### src/rtl/lock_ctrl.sv
// Keypad lock sequencer: assembles a 4-digit code, compares it with the stored password,
// drives unlock / set-mode enable and enforces a lockout after repeated failures.
module lock_ctrl #(
    parameter int unsigned UNLOCK_CYCLES  = 50_000_000,
    parameter int unsigned LOCKOUT_CYCLES = 250_000_000,
    parameter int unsigned ENTRY_TIMEOUT  = 500_000_000,
    parameter int unsigned SET_TIMEOUT    = 1_000_000_000,
    parameter int unsigned MAX_FAIL       = 3
) (
    input  logic        clk_in,
    input  logic        rst_n,
    input  logic        push_pulse,
    input  logic        hold_pulse,
    input  logic [3:0]  value_4bit,
    input  logic [15:0] pw_stored,
    input  logic        pw_commit,
    output logic        enb_set,
    output logic        unlock,
    output logic        alarm,
    output logic [2:0]  digit_idx,
    output logic [2:0]  fail_cnt
);

    localparam logic [2:0] ST_IDLE    = 3'd0;
    localparam logic [2:0] ST_ENTRY   = 3'd1;
    localparam logic [2:0] ST_CHECK   = 3'd2;
    localparam logic [2:0] ST_OPEN    = 3'd3;
    localparam logic [2:0] ST_SET     = 3'd4;
    localparam logic [2:0] ST_LOCKOUT = 3'd5;

    // Timer is loaded with N-1 so the state lasts exactly N cycles.
    localparam logic [31:0] UNLOCK_LOAD  = 32'(UNLOCK_CYCLES - 1);
    localparam logic [31:0] LOCKOUT_LOAD = 32'(LOCKOUT_CYCLES - 1);
    localparam logic [31:0] ENTRY_LOAD   = 32'(ENTRY_TIMEOUT - 1);
    localparam logic [31:0] SET_LOAD     = 32'(SET_TIMEOUT - 1);
    localparam logic [2:0]  FAIL_MAX     = 3'(MAX_FAIL);
    localparam logic [2:0]  FAIL_LAST    = 3'(MAX_FAIL - 1);

    logic [2:0]  state_q, state_d;
    logic [15:0] code_q, code_d;
    logic [2:0]  digit_idx_q, digit_idx_d;
    logic [2:0]  fail_cnt_q, fail_cnt_d;
    logic [31:0] tmr_q, tmr_d;
    logic        tmr_zero;

    assign tmr_zero = (tmr_q == 32'd0);

    always_comb begin
        state_d     = state_q;
        code_d      = code_q;
        digit_idx_d = digit_idx_q;
        fail_cnt_d  = fail_cnt_q;
        tmr_d       = tmr_q;

        case (state_q)
            ST_IDLE: begin
                // Hold wins over a simultaneous push, so both are dropped here.
                if (push_pulse && !hold_pulse) begin
                    code_d      = {12'h000, value_4bit};
                    digit_idx_d = 3'd1;
                    tmr_d       = ENTRY_LOAD;
                    state_d     = ST_ENTRY;
                end
            end

            ST_ENTRY: begin
                if (hold_pulse) begin
                    code_d      = 16'h0000;
                    digit_idx_d = 3'd0;
                    state_d     = ST_IDLE;
                end else if (push_pulse) begin
                    code_d[{digit_idx_q[1:0], 2'b00} +: 4] = value_4bit;
                    digit_idx_d = digit_idx_q + 3'd1;
                    tmr_d       = ENTRY_LOAD;
                    if (digit_idx_q == 3'd3) begin
                        state_d = ST_CHECK;
                    end
                end else if (tmr_zero) begin
                    code_d      = 16'h0000;
                    digit_idx_d = 3'd0;
                    state_d     = ST_IDLE;
                end else begin
                    tmr_d = tmr_q - 32'd1;
                end
            end

            ST_CHECK: begin
                code_d      = 16'h0000;
                digit_idx_d = 3'd0;
                if (code_q == pw_stored) begin
                    fail_cnt_d = 3'd0;
                    tmr_d      = UNLOCK_LOAD;
                    state_d    = ST_OPEN;
                end else if (fail_cnt_q >= FAIL_LAST) begin
                    fail_cnt_d = FAIL_MAX;
                    tmr_d      = LOCKOUT_LOAD;
                    state_d    = ST_LOCKOUT;
                end else begin
                    fail_cnt_d = fail_cnt_q + 3'd1;
                    state_d    = ST_IDLE;
                end
            end

            ST_OPEN: begin
                if (hold_pulse) begin
                    tmr_d   = SET_LOAD;
                    state_d = ST_SET;
                end else if (push_pulse || tmr_zero) begin
                    state_d = ST_IDLE;
                end else begin
                    tmr_d = tmr_q - 32'd1;
                end
            end

            ST_SET: begin
                if (pw_commit || tmr_zero) begin
                    state_d = ST_IDLE;
                end else begin
                    tmr_d = tmr_q - 32'd1;
                end
            end

            ST_LOCKOUT: begin
                if (tmr_zero) begin
                    fail_cnt_d = 3'd0;
                    state_d    = ST_IDLE;
                end else begin
                    tmr_d = tmr_q - 32'd1;
                end
            end

            default: begin
                code_d      = 16'h0000;
                digit_idx_d = 3'd0;
                state_d     = ST_IDLE;
            end
        endcase
    end

    always_ff @(posedge clk_in or negedge rst_n) begin
        if (!rst_n) begin
            state_q     <= ST_IDLE;
            code_q      <= 16'h0000;
            digit_idx_q <= 3'd0;
            fail_cnt_q  <= 3'd0;
            tmr_q       <= 32'd0;
        end else begin
            state_q     <= state_d;
            code_q      <= code_d;
            digit_idx_q <= digit_idx_d;
            fail_cnt_q  <= fail_cnt_d;
            tmr_q       <= tmr_d;
        end
    end

    assign unlock    = (state_q == ST_OPEN);
    assign alarm     = (state_q == ST_LOCKOUT);
    assign enb_set   = (state_q == ST_SET);
    assign digit_idx = digit_idx_q;
    assign fail_cnt  = fail_cnt_q;

endmodule

### config.mk
export PLATFORM = sky130hd
export DESIGN_NAME = lock_ctrl
export DESIGN_NICKNAME = d
export VERILOG_FILES = /design/src/rtl/lock_ctrl.sv
export SDC_FILE = /design/constraint.sdc
export NUM_CORES = 1
export LEC_CHECK = 0
export ABC_AREA = 1
export CAP_MARGIN = 20
export CORE_ASPECT_RATIO = 1.1
export CORE_UTILIZATION = 61
export DETAILED_ROUTE_END_ITERATION = 7
export PLACE_DENSITY = 0.82
export SETUP_SLACK_MARGIN = 0.4
export SYNTH_ARGS = -nofsm -noshare
export SYNTH_HDL_FRONTEND = slang
export SYNTH_SLANG_ARGS = --single-unit
### constraint.sdc
create_clock -name clk_in -period 4.85 [get_ports clk_in]
set_clock_uncertainty 0.05 [all_clocks]
set_input_delay 0.97 -clock clk_in [delete_from_list [all_inputs] [get_ports clk_in]]
set_output_delay 0.97 -clock clk_in [all_outputs]
set_load 0.02 [all_outputs]
==> results.toml, run 1 <==
[status]
run_status = "finished, final reports clean"

[final_layout]
syn_to_final_growth_pct = 11.0
layout-drive-gt1-share = 0.0996
final_nets = 827
antenna_cells = 0
nFillCells = 679

[job]
max_cap_viol_count = 0

[sta]
setup_ws_ns = 1.81
timing.hold.ws_ns = 0.442
fin_crit_sh = 0.627
maxSlewHeadroom = 0.385
rsz0062_at_grt = "no"
fin_tns_setup_ns = 0
max_freq_mhz = 329
tightest_slew_ns = 0.919
timing_hold_violations_final = 0
finalSetupViolations = 0
period_minus_slack_ns = 3.04
slew_violations = 0

[min_path]
worstHoldEndpoint = "tmr_q[1]"
hold_depth = 2
hp-start = "tmr_q[1]"
min_path_type = "reg -> reg"

[floorplanning]
die_width_um = 87.4
die_h_um = 96.0
io_pins = 34
die_area_um2 = 8390
core-area_um2 = 7600
fp-row-count = 33
start_util = 0.644

[place]
place_hpwl_mm = 10.4
port_buffers = 33
place.gp.congestion = 0.966
dp_slack_ns = 1.49

[clock_network]
postCtsResizedCells = 0
holdBufCountCts = 0
clk_latency_ns = 0.35
postCtsSetupBuffers = 0
numCtsBuffers = 9
cts_tree = "yes"
cts-root-buf = "clkbuf_8"
cts_num_sinks = 57
clockBufferDepth = 2
clkTransAtPathRegs_ns = 0.07
htree_levels = 3

[logic_synthesis]
synth_top_area_share = 0.291
ys_top_cells_by_area = "dfrtp_1, nand2_1, nor2_1"
synth_seq_cells = 57
yosysWarningCount = 0
netlist_area_um2 = 4890
avgSynthCellArea_um2 = 6.47
ys_seq_area_frac = 0.291
yosysTopAreaCell = "dfrtp_1"
ys_types = 41
syn_inst = 756
yosys_most_used_dff = "dfrtp_1"
async_flop_share = 1.00
synth_commonest_cells = "nand2_1, nor2_1, inv_1"
synth_edf_count = 0
synthesis.nets = 794
synth_most_common_cell = "nand2_1"

[critical_path]
r2r_cells = 11
cp-start-kind = "input pin"
regToRegEndpoint = "tmr_q[21]"
crit_type = "in -> reg"
cp-end-kind = "flip-flop"
r2r_slack_ns = 2.17
path_max_fanout = 30
worstPathArrival_ns = 3.23
rr_startpoint = "state_q[1]"
required_ns = 5.04

[power]
finalPower_mw = 2.99
p_per_area_nw_per_um2 = 551
p_leak_nw = 2.75
ir_drop_mv = 0.309

[route]
final_antenna_net_count = 0
first_pass_iters = 5
drtIter0Drc = 381
via_per_inst = 5.62
vias = 5050
routed_wl_mm = 14.0
avgRoutedWirePerCell_um = 15.6
drc = 0

[grt]
grt_pass1_vias = 4945
grt_first_pass_wirelength_mm = 23.0
grt_max_degree = 58
antenna_found_initial = 0
grt_overflow = 0
grt.total_usage = 0.362
==> metrics by stage <==
| stage | cells | util | instance area, um2 |
|---|---|---|---|
| floorplan | 756 | - | 4890 |
| global placement | 883 | 0.689 | 5240 |
| global route | 898 | 0.715 | 5430 |
| CTS | 898 | 0.715 | 5430 |
| finish | 898 | 0.715 | 5430 |
| detailed placement | 883 | 0.689 | 5240 |
==> how the worst max path moves through the flow <==
| stage | start | endpoint | slack (ns) | depth (start not counted) |
|---|---|---|---|---|
| 4_1_cts | push_pulse | tmr_q[0] | 1.85 | 12 |
| 3_3_place_gp | pw_stored[12] | tmr_q[0] | 1.57 | 14 |
| 6_report | pw_stored[0] | tmr_q[13] | 1.81 | 14 |
| 2_1_floorplan | pw_stored[15] | tmr_q[23] | 2.63 | 14 |
| 5_1_grt | push_pulse | tmr_q[0] | 1.66 | 12 |
| 3_5_place_dp | pw_stored[14] | tmr_q[0] | 1.49 | 14 |
==> critical path, stage by stage <==
cell and delay (ns):
clkdlybuf4s50_1 0.50, inv_1 0.05, nand2_1 0.05, nand2_1 0.05, nor2_1 0.16, nand2_1 0.08
nor2_1 0.16, nand2_1 0.16, nand3_2 0.15, nand2_2 0.08, nor2_4 0.51, nand3_1 0.16
nand2_1 0.10, inv_1 0.04
==> power breakdown <==
| group | internal, mW | switching (mW) | leakage, nW | total [mW] |
|---|---|---|---|---|
| combinational | 0.559 | 1.17 | 1.92 | 1.73 |
| sequential | 0.613 | 0.186 | 0.720 | 0.799 |
| clock | 0.261 | 0.200 | 0.102 | 0.461 |
==> final cells by class <==
type	count	area, um2	area share
clock buffers	12	155	0.0286
inverters	97	364	0.0670
multi-input cells	590	2980	0.549
well taps	105	131	0.0242
repair buffers	34	333	0.0613
clock inverters	3	40.0	0.00737
flip-flops and latches	57	1430	0.263
==> cells in the final DEF, fill, tap and decap left out, types with 12 or more instances in the layout <==
cell             count
o21ai_0             32
a21oi_1             15
dfrtp_1             57
nand2_1            257
o21ai_1             13
xor2_1              12
ha_1                13
nor2_2              17
nand3_1             44
clkdlybuf4s50_1     32
nor2_1             100
inv_1               85
==> cell families (layout without fill, tap and decap cells) <==
logic type               after synthesis  count (layout)  synth area share
buffers and inverters                109             146            0.0992
AND/OR/NAND/NOR                      467             467             0.429
AO/OA/AOI/OAI                         91              91             0.113
adder cells (fa/ha/maj)               13              13            0.0332
flip-flops                            57              57             0.291
XOR/XNOR                              19              19            0.0340
==> flip-flops by register name, summed over array words and instances (netlist names) <==
signal / cells
code_q: 16
digit_idx: 3
fail_cnt: 3
state_q: 3
tmr_q: 32
==> routing by layer <==
layer / part of all wire / vias up / global-route usage
li1: - / 2460 / -
met4: 0.049 / 0 / 0.202
met1: 0.38 / 2311 / 0.390
met5: 0 / - / 0
met3: 0.071 / 63 / 0.0823
met2: 0.50 / 216 / 0.652
Power figures use the tool's default switching activity.
==> inputs of run 2 (changes only) <==
Settings changed: CORE_UTILIZATION 61 to 55, PLACE_DENSITY 0.82 to 0.78.
Clock period 4.85 ns to 2.4 ns, I/O delays scaled along.
==> run 2 against run 1 <==
Die area rose by 11%. Flip-flop and latch count stayed put. Hold slack worse by 0.37 ns. Count of clock-buffer cells in the layout grew 1. Worst setup slack got worse by 1.5 ns. Power grew 150%. Cell count is 9.7% higher. First-iteration DRC count increased by 19%. Utilization rose by 5.2 points. Non-clock buffer count grew 79. Cell area up 20%. Critical path type is now reg -> reg. Critical endpoint is now code_q[2]. Largest cell class unchanged. Highest routed layer unchanged.
==> results.toml, run 2 (synthesis results as in run 1) <==
[critical_path]
cp-start-kind = "flip-flop"
max_stage_delay_ns = 0.44
regToRegEndpoint = "code_q[2]"
crit_end = "code_q[2]"
crit_type = "reg -> reg"
worstPathArrival_ns = 2.27
critPathLaunch = "tmr_q[27]"
path_max_fanout = 7
path_common_cell = "nor2_4"
cp-end-kind = "flip-flop"
worst_path_max_delay_cell = "dfrtp_1"
r2r_cells = 10
critical_path.cell_chain = "nor2_1 -> nand2_2 -> nor2_4 -> nand3_2 -> nor2_4 -> nor2_4 -> nor3_4 -> nand2_4 -> nand2_2 -> o21ai_2"
r2r_slack_ns = 0.31
required_ns = 2.58
rr_startpoint = "tmr_q[27]"

[clock_network]
clkTransAtPathRegs_ns = 0.07
cts_num_sinks = 57
clockBufferDepth = 2
numCtsBuffers = 9
clk_latency_ns = 0.35
cts-root-buf = "clkbuf_8"
cts_tree = "yes"
htree_levels = 3

[sta]
timing_hold_violations_final = 0
maxSlewHeadroom = 0.610
period_minus_slack_ns = 2.09
max_freq_mhz = 479
finalSetupViolations = 0
tightest_slew_ns = 0.585
setup_ws_ns = 0.310
rsz0062_at_grt = "yes"
slew_violations = 0
fin_crit_sh = 0.871

[route]
vias = 5548
via_per_inst = 5.63
first_pass_iters = 6
drtIter0Drc = 453
routed_wl_mm = 16.1
avgRoutedWirePerCell_um = 16.3
drc = 0
final_antenna_net_count = 0

[final_layout]
final_nets = 907
reg.largest.list = "tmr_q (32), code_q (16)"
antenna_cells = 0
syn_to_final_growth_pct = 33.2
seq_area_um2 = 1450
layout_commonest_cell = "nand2_1"
multiInputGateArea_um2 = 3380
mostFrequentLayoutCells = "nand2_1, inv_1, buf_4, nor2_1, dfrtp_1"
largest_reg_flops = 32
regMostFlops = "tmr_q"
finish.instance_area_um2 = 6520
nFillCells = 651
layout-drive-gt1-share = 0.288

[grt]
grt_overflow = 0
grt_first_pass_wirelength_mm = 24.3
grt_max_degree = 36
grt_pass1_vias = 5145
antenna_found_initial = 0
grt.total_usage = 0.341

[place]
port_buffers = 33
place_hpwl_mm = 11.1
dp_slack_ns = -0.128
place_area_um2 = 5460
place.gp.congestion = 1.03

[floorplanning]
die_area_um2 = 9280
die_width_um = 91.9
die_h_um = 101
fp-row-count = 35
core-area_um2 = 8500
start_util = 0.576
io_pins = 34

[power]
ir_drop_mv = 0.700
finalPower_mw = 7.35
p_per_area_nw_per_um2 = 1130
p_leak_nw = 3.26

[status]
run_status = "finished, final reports clean"

[job]
max_cap_viol_count = 0

[min_path]
min_path_type = "in -> async"
## run 2: changes by cell type in the layout (fill, tap and decap cells not counted), moves of 17 or more
| cell | before | now |
|---|---|---|
| buf_4 | 1 | 71 |
| nor2_1 | 100 | 69 |
| nor2_4 | 6 | 29 |
| nand2_1 | 257 | 235 |
| clkdlybuf4s50_1 | 32 | 11 |
| nand2_2 | 6 | 24 |
| dlygate4sd2_1 | 0 | 17 |
## run 2: report_power, final
part           leakage, nW  total (mW)  internal [mW]  switching [mW]
Combinational         2.47        4.86           1.93            2.93
Clock               0.0932       0.840          0.427           0.413
Sequential           0.701        1.64           1.26           0.383
## run 2: critical path: cells and delay by family, from the launching register on
family	cells	cell delay, ns
AO/OA/AOI/OAI	1	0.05
flip-flops	1	0.44
AND/OR/NAND/NOR	9	1.43
## run 2: per-layer routing
metal  vias up  part of all wire  global-route usage
met4         0             0.049               0.175
met2       254              0.51               0.625
met1      2588              0.39               0.389
met5         -                 0                   0
met3        79             0.056              0.0445
li1       2627                 -                   -
## run 2: worst min path at each step
stage / start / slack [ns] / end / cells past startpoint
floorplan: rst_n / 0.13 / code_q[0] / 0
global placement: tmr_q[1] / 0.41 / tmr_q[1] / 2
detailed placement: tmr_q[1] / 0.43 / tmr_q[1] / 2
CTS: rst_n / 0.09 / tmr_q[6] / 1
global route: rst_n / 0.11 / tmr_q[2] / 1
finish: rst_n / 0.08 / tmr_q[2] / 1
## run 2: cell type report
cell class	instances	area share
multi-input cells	591	0.519
flip-flops and latches	57	0.222
repair buffers	113	0.154
inverters	97	0.0576
clock buffers	13	0.0244
well taps	111	0.0213
clock inverters	3	0.00230
## run 2: what timing repair did
action	4_1_cts	5_1_grt
pin swaps	24	26
hold buffers	0	0
cloned	2	1
hold endpoints to repair	0	0
endpoints found under the setup margin	57	58
buffers inserted	22	31
resized for setup	79	85
## run 2: per-stage QoR
stage               cells  TNS, ns   util  hold slack (ns)
finish                985        0  0.767           0.0758
global route          985        0  0.767            0.110
CTS                   953        0  0.708           0.0871
detailed placement    913    -1.52  0.643            0.434
global placement      913        0  0.643            0.410
floorplan             756        0      -            0.134
==> inputs of run 3 (changes only) <==
Settings changed: CTS_CLUSTER_DIAMETER from default to 100.
==> results of run 3 <==
The final DEF is identical to that of run 2; final timing and power are the same.
